`src/rtl/gerenciador_chamadas.sv`:
```
// Call-request register and SCAN dispatcher for the car motion controller.
// Latency: a button edge sets its pending bit and updates direcao 1 clock later; alvo and parar_aqui are combinational.
// Backpressure: none; each request stays latched until an atendido at its floor, a reset or a loss of power.
module gerenciador_chamadas #(
   parameter int N_ANDARES = 5,
   parameter int W_ANDAR   = 3
) (
   input  logic                 clock,
   input  logic                 reset,
   input  logic [N_ANDARES-1:0] bi,
   input  logic [N_ANDARES-2:0] be_up,
   input  logic [N_ANDARES-2:0] be_down,
   input  logic [W_ANDAR-1:0]   andar_atual,
   input  logic                 andar_valido,
   input  logic                 atendido,
   input  logic                 non_stop,
   input  logic                 potencia,
   output logic [N_ANDARES-1:0] pend_int,
   output logic [N_ANDARES-2:0] pend_up,
   output logic [N_ANDARES-2:0] pend_down,
   output logic [1:0]           direcao,
   output logic [W_ANDAR-1:0]   alvo,
   output logic                 alvo_valido,
   output logic                 parar_aqui
);
   typedef enum logic [1:0] {PARADO = 2'b00, SUBINDO = 2'b01, DESCENDO = 2'b10} dir_t;

   localparam logic [W_ANDAR-1:0] ANDAR_MIN = W_ANDAR'(1);
   localparam logic [W_ANDAR-1:0] ANDAR_MAX = W_ANDAR'(N_ANDARES);

   logic [N_ANDARES-1:0] pend_int_q, pend_int_d, bi_prev_q, bi_prev_d;
   logic [N_ANDARES-2:0] pend_up_q, pend_up_d, pend_down_q, pend_down_d;
   logic [N_ANDARES-2:0] up_prev_q, up_prev_d, down_prev_q, down_prev_d;
   logic                 armed_q, armed_d, reopen_q, reopen_d;
   dir_t                 dir_q, dir_d;

   // Floor-indexed helper vectors: bit f-1 stands for floor f.
   logic                 fl_rng, av, here_idle, clr_en;
   logic [N_ANDARES-1:0] cur_oh, above_m, below_m;
   logic [N_ANDARES-1:0] up_m, dn_m, req_m, req_m_d;
   logic                 acima, abaixo, acima_d, abaixo_d;
   logic [N_ANDARES-1:0] e_int;
   logic [N_ANDARES-2:0] e_up, e_dn, clr_up, clr_dn;

   // Decode the current floor; out-of-range numbers never count as aligned.
   always_comb begin
      cur_oh  = '0;
      above_m = '0;
      below_m = '0;
      fl_rng  = (andar_atual >= ANDAR_MIN) && (andar_atual <= ANDAR_MAX);
      av      = andar_valido && fl_rng;
      for (int i = 0; i < N_ANDARES; i++) begin
         cur_oh[i]  = fl_rng && (andar_atual == W_ANDAR'(i + 1));
         above_m[i] = W_ANDAR'(i + 1) > andar_atual;
         below_m[i] = W_ANDAR'(i + 1) < andar_atual;
      end
   end

   // Registered request view; landing calls drop out of it in non-stop mode.
   always_comb begin
      up_m   = non_stop ? '0 : {1'b0, pend_up_q};
      dn_m   = non_stop ? '0 : {pend_down_q, 1'b0};
      req_m  = pend_int_q | up_m | dn_m;
      acima  = |(req_m & above_m);
      abaixo = |(req_m & below_m);
   end

   // Edge capture, reopen detection and atendido clearing of the pending bits.
   always_comb begin
      e_int = bi & ~bi_prev_q;
      e_up  = be_up & ~up_prev_q;
      e_dn  = be_down & ~down_prev_q;
      // The first clock after reset only primes the edge registers, so a
      // button held through reset does not fire.
      if (!(armed_q && potencia)) begin
         e_int = '0;
         e_up  = '0;
         e_dn  = '0;
      end
      here_idle = av && (dir_q == PARADO);
      reopen_d  = here_idle && |(e_int & cur_oh);
      e_int     = e_int & ~(here_idle ? cur_oh : '0);

      clr_en = atendido && av;
      clr_up = '0;
      clr_dn = '0;
      if (clr_en) begin
         case (dir_q)
            SUBINDO: begin
               clr_up = cur_oh[N_ANDARES-2:0];
               clr_dn = acima ? '0 : cur_oh[N_ANDARES-1:1];
            end
            DESCENDO: begin
               clr_up = abaixo ? '0 : cur_oh[N_ANDARES-2:0];
               clr_dn = cur_oh[N_ANDARES-1:1];
            end
            default: begin
               clr_up = cur_oh[N_ANDARES-2:0];
               clr_dn = cur_oh[N_ANDARES-1:1];
            end
         endcase
      end

      // Clear is applied after the set so a same-cycle press loses.
      pend_int_d  = (pend_int_q | e_int) & ~(clr_en ? cur_oh : '0);
      pend_up_d   = (pend_up_q | e_up) & ~clr_up;
      pend_down_d = (pend_down_q | e_dn) & ~clr_dn;
      if (!potencia) begin
         pend_int_d  = '0;
         pend_up_d   = '0;
         pend_down_d = '0;
         reopen_d    = 1'b0;
      end

      bi_prev_d   = bi;
      up_prev_d   = be_up;
      down_prev_d = be_down;
      armed_d     = 1'b1;
   end

   // SCAN direction: decided from the pending state being written this clock.
   always_comb begin
      req_m_d  = pend_int_d | (non_stop ? '0 : ({1'b0, pend_up_d} | {pend_down_d, 1'b0}));
      acima_d  = |(req_m_d & above_m);
      abaixo_d = |(req_m_d & below_m);
      dir_d    = dir_q;
      if (!potencia) begin
         dir_d = PARADO;
      end else if (av) begin
         case (dir_q)
            SUBINDO:  dir_d = acima_d  ? SUBINDO  : (abaixo_d ? DESCENDO : PARADO);
            DESCENDO: dir_d = abaixo_d ? DESCENDO : (acima_d  ? SUBINDO  : PARADO);
            default:  dir_d = acima_d  ? SUBINDO  : (abaixo_d ? DESCENDO : PARADO);
         endcase
      end
   end

   // Target floor and stop request toward the controller.
   always_comb begin
      alvo = '0;
      case (dir_q)
         SUBINDO: begin
            for (int i = N_ANDARES - 1; i >= 0; i--)
               if (req_m[i] && above_m[i]) alvo = W_ANDAR'(i + 1);
         end
         DESCENDO: begin
            for (int i = 0; i < N_ANDARES; i++)
               if (req_m[i] && below_m[i]) alvo = W_ANDAR'(i + 1);
         end
         default: begin
            if (|(req_m & cur_oh)) alvo = andar_atual;
         end
      endcase
      if (!potencia) alvo = '0;
      alvo_valido = (alvo != '0);

      parar_aqui = av && potencia && (
            reopen_q
         || |(pend_int_q & cur_oh)
         || ((dir_q == SUBINDO)  && |(up_m & cur_oh))
         || ((dir_q == DESCENDO) && |(dn_m & cur_oh))
         || ((dir_q == SUBINDO)  && !acima  && |(dn_m & cur_oh))
         || ((dir_q == DESCENDO) && !abaixo && |(up_m & cur_oh))
         || ((dir_q == PARADO)   && |(req_m & cur_oh)));
   end

   // State registers with synchronous reset.
   always_ff @(posedge clock) begin
      if (reset) begin
         pend_int_q  <= '0;
         pend_up_q   <= '0;
         pend_down_q <= '0;
         bi_prev_q   <= '0;
         up_prev_q   <= '0;
         down_prev_q <= '0;
         armed_q     <= 1'b0;
         reopen_q    <= 1'b0;
         dir_q       <= PARADO;
      end else begin
         pend_int_q  <= pend_int_d;
         pend_up_q   <= pend_up_d;
         pend_down_q <= pend_down_d;
         bi_prev_q   <= bi_prev_d;
         up_prev_q   <= up_prev_d;
         down_prev_q <= down_prev_d;
         armed_q     <= armed_d;
         reopen_q    <= reopen_d;
         dir_q       <= dir_d;
      end
   end

   assign pend_int  = pend_int_q;
   assign pend_up   = pend_up_q;
   assign pend_down = pend_down_q;
   assign direcao   = dir_q;
endmodule

```
`config.mk`:
```
export PLATFORM = sky130hd
export DESIGN_NAME = gerenciador_chamadas
export DESIGN_NICKNAME = d
export VERILOG_FILES = /design/src/rtl/gerenciador_chamadas.sv
export SDC_FILE = /design/constraint.sdc
export NUM_CORES = 1
export LEC_CHECK = 0
export CORE_AREA = 2 2 85 66
export DETAILED_ROUTE_END_ITERATION = 7
export DIE_AREA = 0 0 87 68
export PLACE_DENSITY_LB_ADDON = 0.25
export SYNTH_ARGS = -nofsm -noshare
export SYNTH_HDL_FRONTEND = slang
export SYNTH_SLANG_ARGS = --single-unit
```
`constraint.sdc`:
```
create_clock -name clock -period 3.3 [get_ports clock]
set_input_delay 0.66 -clock clock [delete_from_list [all_inputs] [get_ports clock]]
set_output_delay 0.66 -clock clock [all_outputs]
set_load 0.03 [all_outputs]
```
-- After elaboration in Yosys (flattened, before gate mapping)
Index checks and enable logic that the tools add are counted.
- magnitude comparators: 12
- equal/unequal tests: 7
- multiplexer cells: 36
- bitwise logic cells: 31
- reduce and logical (&&, ||, !) cells: 50
- operator list (operator ; count):
    $and 5x5->5 ; 11
    $reduce_or 5->1 ; 9
    $mux 4 ; 11
    $mux 3 ; 11
    $logic_and 1x1->1 ; 30
    $mux 5 ; 6
    $and 4x4->4 ; 4
    $not 4->4 ; 4
    $not 5->5 ; 3
    $or 5x5->5 ; 3
    $mux 2 ; 4
    $or 4x4->4 ; 2
    $eq 3x2->1 const B ; 2
    $eq 3x3->1 const B ; 2
    $gt 2x3->1 const A ; 2
    $gt 3x3->1 const A ; 2
    $logic_or 1x1->1 ; 6
    $lt 2x3->1 const A ; 2
    $lt 3x3->1 const A ; 2
    $pmux 3 s2 ; 1
    $and 4x5->5 ; 1
    $or 4x5->5 ; 1
    $or 5x4->5 ; 1
    $eq 3x1->1 const B ; 1
    other kinds (12) ; 15
- flip-flop bits (word level): 30
- input bits: 22
- word-level logic and storage cells: 145

-- Longest topological paths before layout
Gate-level depths: netlist (run 1).
- depth in word-level cells: 19
- mapped depth: 10
- mapped depth without buffers: 10

-- Worst setup path before layout (run 1)
No wires, ideal clock.
- path kind: input to output
- start point: input port andar_atual[2]
- end point: output port alvo_valido
- data arrival time: 2640 ps
- data required time: 2640 ps
- slack: 0 ps
- cell stages on the path: 9
- path through: buf_2 > buf_1 > o21a_1 > nand3b_1 > o21ai_0 > o22ai_1 > o21ai_0 > a21oi_1 > or3_1
- longest elaborated chain between the ends: 10
- ends and longest elaborated chain (what ; line ; RTL):
    start: declaration ; 13 ; input logic [W_ANDAR-1:0] andar_atual,
    $gt 3x3->1 ; 54 ; above_m[i] = W_ANDAR'(i + 1) > andar_atual;
    $logic_and 1x1->1 ; 144 ; if (req_m[i] && above_m[i]) alvo = W_ANDAR'(i + 1);
    $mux 3 (5 in a row) ; 144 ;
    $pmux 3 s2 (*) ; 141 ; case (dir_q)
    $mux 3 (*) ; 154 ; if (!potencia) alvo = '0;
    net alvo[2] ; 22 ; output logic [W_ANDAR-1:0] alvo,
    $reduce_bool 3->1 (*) ; 155 ; alvo_valido = (alvo != '0);
    end: declaration ; 23 ; output logic alvo_valido,
The timed path passes the listed nets; every way through them passes the cells marked *.

-- Worst setup path after layout (run 1)
- start point: input port andar_atual[1]
- end point: output port parar_aqui
- longest elaborated chain between the ends: 12
- ends and longest elaborated chain (what ; line ; RTL):
    $ge 3x1->1 or $le 3x3->1 (tied branches) ; 50 ; fl_rng = (andar_atual >= ANDAR_MIN) && (andar_atual <= ANDAR_MAX);
    $logic_and 1x1->1 ; 50 ;
    $logic_and 1x1->1 ; 53 ; cur_oh[i] = fl_rng && (andar_atual == W_ANDAR'(i + 1));
    $and 5x5->5 or $and 4x5->5 (tied branches) ; 159, 160, 163 ;
    $reduce_or 5->1 (on tied branches) ; 159, 160, 163 ;
    $logic_or 1x1->1 or $logic_and 1x1->1 (tied branches) ; 159, 160 ;
    $logic_or 1x1->1 ; 160 ; || ((dir_q == SUBINDO) && |(up_m & cur_oh))
    $logic_or 1x1->1 ; 161 ; || ((dir_q == DESCENDO) && |(dn_m & cur_oh))
    $logic_or 1x1->1 ; 162 ; || ((dir_q == SUBINDO) && !acima && |(dn_m & cur_oh))
    $logic_or 1x1->1 ; 163 ; || ((dir_q == DESCENDO) && !abaixo && |(up_m & cur_oh))
    $logic_or 1x1->1 ; 164 ; || ((dir_q == PARADO) && |(req_m & cur_oh)));
    $logic_and 1x1->1 (*) ; 157 ; parar_aqui = av && potencia && (
    end: declaration ; 24 ; output logic parar_aqui
Mark *: on every way between the ends. The rest lies on a longest branch, timed or not.

==> results of run 1 <==
cell type report:
class	instances	area, sq um	area share (%)
clock inverter	1	5.00	0.154
inverter	14	52.6	1.62
multi-input combinational	220	1520	46.8
timing repair buffer	108	907	27.9
tap	62	77.6	2.39
sequential	30	601	18.5
clock buffer	7	86.3	2.66
worst max path at each step:
stage	endpoint	slack (ns)	cells past startpoint
finish	parar_aqui	0.1	11
global route	alvo_valido	0.00008	11
CTS	alvo_valido	-0.02	10
detailed placement	alvo_valido	-0.61	9
global placement	alvo_valido	-0.60	10
floorplan	alvo_valido	0.0009	9
cells by family (layout without fill, tap and decap cells):
logic type	after synthesis	in the layout	share of synthesized area (%)
compound gates	100	100	33.5
fa+ha+maj	3	3	1.70
buf+inv	29	130	5.76
flops	30	30	27.1
mux	4	4	1.86
simple gates	113	113	30.1
cell usage after synthesis, types with 4 or more instances:
| cell type | count |
|---|---|
| clkbuf_1 | 6 |
| o21bai_1 | 4 |
| nor3_1 | 4 |
| o22ai_1 | 4 |
| nand2_1 | 11 |
| nand3_1 | 4 |
| inv_1 | 13 |
| nand2b_1 | 4 |
| and3_1 | 4 |
| nor2b_1 | 18 |
| nor2_1 | 32 |
| dfxtp_1 | 30 |
| and3b_1 | 7 |
| a21oi_1 | 16 |
| nor4_1 | 5 |
| o211ai_1 | 7 |
| buf_2 | 6 |
| a31oi_1 | 5 |
| o21ai_0 | 19 |
sequential cells by signal, indices dropped and copies added, names as in the netlist:
register and flops:
bi_prev_q 5, pend_int 5, pend_up 4, armed_q 1, direcao 2, pend_down 4
reopen_q 1, down_prev_q 4, up_prev_q 4
through the flow:
step / TNS [ns] / setup WS [ns] / utilization, %
after global placement: -1.13 / -0.602 / 60.5
after floorplan: 0 / 0.000878 / -
final: 0 / 0.0997 / 63.1
after CTS: -0.0167 / -0.0167 / 63.0
after detailed placement: -1.21 / -0.615 / 60.5
after global routing: 0 / 0.0000768 / 63.1
worst min-delay path, cell delays in order, from the launching register on:
cell and delay [ns]:
dfxtp_1 0.34, nand3_1 0.09, o41ai_2 0.06
timing repair:
action	in CTS	in global routing
setup buffers	0	1
resized for setup	22	10
endpoints found under the setup margin	5	2
pin swaps	4	3
power by group through the flow:
stage,combinational [uW],sequential (uW),clock (uW)
floorplan,144,402,0
global placement,290,396,0
detailed placement,290,396,0
CTS,296,388,315
global route,321,390,334
finish,301,389,314
layer usage:
layer | vias to the layer above | part of all wire (%) | routed length [um] | global-route usage (%)
li1 | 1254 | - | - | -
met1 | 1220 | 47 | 3980 | 41.9
met2 | 134 | 44 | 3700 | 45.5
met3 | 15 | 8.2 | 694 | 8.32
met4 | 0 | 1.3 | 114 | 5.08
met5 | - | 0 | 0 | 0
==> reports/qor.csv, run 1 <==
metric,value,unit
Min-Delay Path Class,reg2reg,
CP dominant cell by count,buf_4,
vias per inst,5.93,
RSZ-0062 raised after global routing,false,
Hold EP,direcao[0],
Yosys cell types,71,
routed vias,2623,
Post-Syn Instances,279,
P_sw,316,uW
top-level port count,42,
FF-to-FF path depth,10,
Post-Layout Cell Count,442,
dominant synthesized flop cell,dfxtp_1,
core footprint,5150,sq um
FF-to-FF Start,pend_down[3],
layout cells sized above 1,28.9,%
Setup Viol. Count Final,0,
CTS Hold Buffers Added,0,
n_diodes,0,
post-synth top area cell,dfxtp_1,
CP max-delay cell,a221o_1,
clock transition at the registers of the reported paths,0.07,ns
CP Data Required Time,2.64,ns
placed wire-length estimate,6710,um
PortBufs,41,
WL final,8490,um
CP arrival,2.54,ns
first-pass GRT wire length,13000,um
sw frac,31.5,%
nets,404,
Area Growth Syn to Fin,46.7,%
Hold WS,0.540,ns
clock share of power,31.3,%
peak supply drop,0.000198,V
DR WL/cell,19.2,um
worst-margin pin slew,0.545,ns
Post-synth EDFFs,0,
Num CTS Buffers,5,
final worst path period share,97.0,%
GP Congestion,1.05,
initial drt markers,221,
status,"complete, no violations",
Worst Setup Path Type,in2out,
Congestion Overflow GR,0,
combinational power share,30.0,%
CP endpoint kind,primary output,
Post-Syn Area,2210,sq um
drc violations,0,
initial antenna violation count,0,
Avg Inst Size Synth,7.94,sq um
Slew headroom,62.8,%
Clock Skews,0.00845,ns
final hold violation count,0,
CTS tree,built,
remaining antenna violation count,0,
"commonest non-fill, non-tap cell in the layout",buf_4,
Initial Utilization,43.0,%
vias in the first global route,2398,
Synth Warn #,0,
Clock Path Buffers,2,
fmax,0.312,GHz
pin count of the biggest net entering global routing,22,
die outline width,87,um
Die Area,5920,sq um
top cell type's share of synthesized area,27.1,%
pwr/cell area,309,nW/um^2
crit path time final,3.20,ns
H-tree depth,2,
placed cells,433,
ys async rst share,0,%
Worst path top cell family by delay,compound AO/OA/AOI/OAI gates,
die height,68,um
"commonest cells after routing, fill and taps aside","buf_4 (68), clkdlybuf4s50_1 (32), nor2_1 (30), dfxtp_1 (30), nor2b_1 (18)",
buffers and inverters on the worst path,4,
max_cap viols,0,
Sequential Power Share,38.7,%
total internal power,687,uW
Pwr Total,1000,uW
post-synthesis register bit count,30,
clk root buf,clkbuf_8,
worst hold path cell count,2,
CP peak stage delay,0.31,ns
R2R setup slack,0.70,ns
"Design Area, Final",3250,sq um
top fanout value on the critical path,6,
TritonRoute pass-1 iters,7,
sequential share of the synthesized area,27.1,%
clk sink count,30,
Worst setup SP type,primary input,
fill count,488,
LEAKAGE,0.00134,uW
Mapped Nets,304,
clk_lat worst skew,0.29,ns
Area contributors post-synth,"dfxtp_1 (27%), nor2_1 (5.4%), nor2b_1 (5.1%), o21ai_0 (4.3%), a21oi_1 (3.6%)",
final slew viol count,0,
Tot GR Track Use,29.6,%
crit path from,andar_atual[1],
Std-Cell Rows,23,
hold path startpoint,direcao[0],
sequence of cells on the critical path,dlygate4sd2_1 > buf_6 > buf_4 > a221o_1 > and3_4 > a21oi_2 > nor2_1 > o22a_1 > o21bai_1 > a211oi_1 > buf_4,
Post-DP Area,3120,sq um
reg2reg end,direcao[1],
Power figures use the tool's default switching activity.
==> run 2: changes to the inputs <==
--- a/config.mk
+++ b/config.mk
@@ -8,7 +8,7 @@
 export CORE_AREA = 2 2 85 66
 export DETAILED_ROUTE_END_ITERATION = 7
 export DIE_AREA = 0 0 87 68
-export PLACE_DENSITY_LB_ADDON = 0.25
+export PLACE_DENSITY = 0.69
 export SYNTH_ARGS = -nofsm -noshare
 export SYNTH_HDL_FRONTEND = slang
 export SYNTH_SLANG_ARGS = --single-unit
==> reports/qor.csv, run 2 (synthesized netlist as in run 1, its figures left out) <==
metric,value,unit
max_cap viols,0,
CP Data Required Time,2.64,ns
final slew viol count,0,
clk root buf,clkbuf_8,
die height,68,um
Clock Skews,0.0131,ns
Num CTS Buffers,5,
Setup TNS Final,0,ns
die outline width,87,um
TritonRoute pass-1 iters,6,
P_sw,316,uW
fmax,0.310,GHz
vias per inst,6.09,
CP arrival,2.56,ns
R2R setup slack,0.61,ns
drc violations,0,
clk_lat worst skew,0.28,ns
crit path time final,3.22,ns
area of the multi-input gates,1550,sq um
CTS Hold Buffers Added,0,
clk sink count,30,
routed vias,2674,
Slew headroom,60.3,%
Congestion Overflow GR,0,
LEAKAGE,0.00132,uW
clock share of power,31.0,%
status,"complete, no violations",
n_diodes,0,
sw frac,31.5,%
Tot GR Track Use,29.2,%
CP dominant cell by count,buf_4,
RSZ-0062 raised after global routing,false,
placed wire-length estimate,6540,um
metal3 WL,767,um
H-tree depth,2,
CP peak stage delay,0.29,ns
buffers and inverters on the worst path,5,
"commonest cells after routing, fill and taps aside","buf_4 (66), nor2_1 (32), clkdlybuf4s50_1 (32)",
sequence of cells on the critical path,clkdlybuf4s15_2 > buf_12 > buf_6 > a221o_1 > and3_4 > buf_4 > a21oi_4 > nor2_1 > o22a_1 > o21bai_1 > a211oi_2 > buf_4,
hold path startpoint,direcao[0],
Worst Setup Path Type,in2out,
Clock Path Buffers,2,
highest routed layer,met4,
PortBufs,41,
clock transition at the registers of the reported paths,0.07,ns
worst-margin pin slew,0.580,ns
vias in the first global route,2404,
Pwr Total,1000,uW
Worst path top cell family by delay,compound AO/OA/AOI/OAI gates,
Min-Delay Path Class,reg2reg,
pin count of the biggest net entering global routing,22,
initial drt markers,339,
crit path from,andar_atual[1],
WL final,8390,um
peak supply drop,0.000205,V
final hold violation count,0,
"commonest non-fill, non-tap cell in the layout",buf_4,
total internal power,689,uW
final worst path period share,97.7,%
initial antenna violation count,0,
top fanout value on the critical path,8,
FF-to-FF Start,pend_int[2],
first-pass GRT wire length,12900,um
Initial Utilization,43.0,%
Area Growth Syn to Fin,46.7,%
core footprint,5150,sq um
nets,401,
Die Area,5920,sq um
met1 WL,3900,um
sequential cell area,601,sq um
fill count,476,
combinational power share,30.3,%
Setup Viol. Count Final,0,
CTS tree,built,
Worst setup SP type,primary input,
CP endpoint kind,primary output,
DR WL/cell,19.1,um
wire length on met2,3610,um
top-level port count,42,
GP Congestion,1.04,
pwr/cell area,309,nW/um^2
layout cells sized above 1,29.4,%
Hold WS,0.540,ns
Std-Cell Rows,23,
remaining antenna violation count,0,
CP max-delay cell,a221o_1,
Sequential Power Share,38.7,%
## run 2: cell types whose count changed in the layout (fill, tap and decap cells not counted), sizes merged
| cell | previous run | this run |
|---|---|---|
| buf | 72 | 70 |
| clkbuf | 8 | 9 |
| dlymetal6s2s | 1 | 0 |
| dlygate4sd2 | 1 | 0 |
## run 2: final timing paths
kind | endpoint | cells past startpoint
max | parar_aqui | 12
min reg2reg | direcao[0] | 2
min | direcao[0] | 2
max reg2reg | direcao[1] | 9
## run 2: worst min-delay path: stages, from the launching register on
cell     delay (ns)
dfxtp_1        0.34
nand3_1        0.09
o41ai_2        0.06
## run 2: stage by stage
step | setup slack (ns) | area [sq um] | util (%) | cells
global placement | -0.714 | 3090 | 60.0 | 428
finish | 0.0772 | 3250 | 63.1 | 439
CTS | 0.00915 | 3230 | 62.7 | 437
floorplan | 0.000878 | 2220 | - | 279
detailed placement | -0.729 | 3090 | 60.0 | 428
global route | 0.0162 | 3250 | 63.1 | 439
## run 2: routing by layer
layer	vias up	GRT usage, %
met3	17	6.39
met1	1255	42.3
met5	-	0
met4	0	4.69
li1	1248	-
met2	154	45.0
## run 2: final cells by class
cell class / count / area share [%]
Clock buffer: 7 / 2.66
Clock inverter: 1 / 0.154
Tap cell: 62 / 2.39
Inverter: 14 / 1.62
Multi-Input combinational cell: 220 / 47.7
Timing Repair Buffer: 105 / 27.0
Sequential cell: 30 / 18.5
## run 2: power groups by stage
stage	Combinational (uW)	Sequential, uW	Clock [uW]
floorplan	144	402	0
global placement	289	396	0
detailed placement	289	396	0
CTS	296	388	315
global route	325	390	329
finish	304	389	312
## run 2: what timing repair did
item | CTS | global route
buffers inserted | 1 | 2
setup endpoints to repair | 5 | 3
pin swaps | 3 | 4
gates resized for setup | 26 | 11
==> run 3: changes to the inputs <==
--- a/config.mk
+++ b/config.mk
@@ -5,10 +5,11 @@
 export SDC_FILE = /design/constraint.sdc
 export NUM_CORES = 1
 export LEC_CHECK = 0
-export CORE_AREA = 2 2 85 66
+export CORE_AREA = 2 2 79 62
 export DETAILED_ROUTE_END_ITERATION = 7
-export DIE_AREA = 0 0 87 68
-export PLACE_DENSITY = 0.69
+export DIE_AREA = 0 0 81 64
+export PLACE_DENSITY = 0.78
+export REMOVE_ABC_BUFFERS = 1
 export SYNTH_ARGS = -nofsm -noshare
 export SYNTH_HDL_FRONTEND = slang
 export SYNTH_SLANG_ARGS = --single-unit
==> reports/qor.csv, run 3 (synthesized netlist as in run 1, its figures left out) <==
metric,value,unit
WL final,8730,um
LEAKAGE,0.00133,uW
status,"complete, no violations",
Num CTS Buffers,5,
Tot GR Track Use,34.3,%
fmax,0.309,GHz
Area Growth Syn to Fin,47.3,%
GP Congestion,1.06,
pin count of the biggest net entering global routing,23,
layout cells sized above 1,28.3,%
sw frac,30.7,%
max_cap viols,0,
Std-Cell Rows,21,
die height,64,um
combinational power share,29.0,%
CP Data Required Time,2.64,ns
die outline width,81,um
pwr/cell area,329,nW/um^2
placed cells,419,
top fanout value on the critical path,10,
initial drt markers,260,
CP arrival,2.57,ns
Min-Delay Path Class,reg2reg,
clk_lat worst skew,0.29,ns
Sequential Power Share,36.3,%
nets,398,
first-pass GRT wire length,13300,um
"commonest non-fill, non-tap cell in the layout",buf_4,
final core utilization,74.8,%
Pwr Total,1070,uW
H-tree depth,2,
Worst Setup Path Type,reg2out,
CP max-delay cell,dfxtp_1,
clock share of power,34.7,%
Clock Skews,0.0117,ns
placed wire-length estimate,6510,um
Congestion Overflow GR,0,
Slew headroom,64.4,%
Worst setup SP type,flip-flop,
CP peak stage delay,0.61,ns
total internal power,743,uW
drc violations,0,
final slew viol count,0,
Post-Layout Cell Count,431,
routed vias,2780,
RSZ-0062 raised after global routing,false,
n_diodes,0,
sequence of cells on the critical path,nor2_1 > a221o_1 > and3_4 > buf_4 > a21oi_2 > nor2_1 > o22a_1 > o21bai_1 > a211oi_2 > buf_4,
peak supply drop,0.000331,V
clk root buf,clkbuf_8,
PortBufs,41,
"commonest cells after routing, fill and taps aside","buf_4 (58), clkdlybuf4s50_1 (32), nor2_1 (31)",
P_sw,330,uW
"Design Area, Final",3260,sq um
fill count,353,
clock transition at the registers of the reported paths,0.07,ns
top-level port count,42,
final hold violation count,0,
worst-margin pin slew,0.533,ns
vias per inst,6.45,
Hold WS,0.547,ns
core footprint,4360,sq um
Die Area,5180,sq um
final worst path period share,97.9,%
remaining antenna violation count,0,
crit path time final,3.23,ns
vias in the first global route,2599,
CTS tree,built,
Clock Path Buffers,2,
Setup Viol. Count Final,0,
Initial Utilization,50.8,%
DR WL/cell,20.2,um
TritonRoute pass-1 iters,5,
clk sink count,30,
initial antenna violation count,0,
CP endpoint kind,primary output,
Post-DP Area,3040,sq um
-- run 3: metal layers --
layer | vias up | routed length (um) | track usage [%]
met2 | 183 | 3820 | 52.1
met1 | 1320 | 3770 | 47.0
met4 | 0 | 274 | 11.9
li1 | 1240 | - | -
met3 | 37 | 870 | 8.76
met5 | - | 0 | 0
-- run 3: what timing repair did --
action	4_1_cts	5_1_grt
buffers inserted	0	4
hold buffers	0	0
endpoints found under the setup margin	5	2
pin swaps	1	8
endpoints found under the hold margin	0	0
gates cloned	0	0
gates resized for setup	24	21
-- run 3: worst paths after layout --
check / startpoint / endpoint / slack, ns / depth (start not counted)
setup / recovery: pend_int[2] / parar_aqui / 0.07 / 10
hold / removal: direcao[0] / direcao[0] / 0.55 / 2
setup reg to reg: pend_int[2] / direcao[1] / 0.78 / 8
hold reg to reg: direcao[0] / direcao[0] / 0.55 / 2
-- run 3: layout make-up --
type,instances,area [sq um],share of cell area (%)
clock buffers,5,68.8,2.11
clock inverters,3,40.0,1.23
inverters,14,52.6,1.61
multi-input cells,220,1550,47.5
flip-flops and latches,30,601,18.4
well taps,57,71.3,2.19
repair buffers,102,878,26.9
-- run 3: critical path, delay by kind of cell, from the launching register on --
kind            cells  cell delay (ns)
compound gates      5             1.01
flops               1             0.61
buf+inv             2             0.32
simple gates        3             0.35
-- run 3: through the flow --
stage	setup TNS, ns	setup slack (ns)
3_5_place_dp	-2.08	-0.831
2_1_floorplan	0	0.199
6_report	0	0.0688
4_1_cts	0	0.0110
5_1_grt	0	0.00357
3_3_place_gp	-2.05	-0.841
-- run 3: power by group through the flow --
stage / Sequential [uW] / Combinational (uW) / Clock, uW
after floorplan: 404 / 122 / 0
after global placement: 395 / 283 / 0
after detailed placement: 396 / 285 / 0
after CTS: 388 / 290 / 368
after global routing: 390 / 327 / 385
final: 389 / 311 / 373
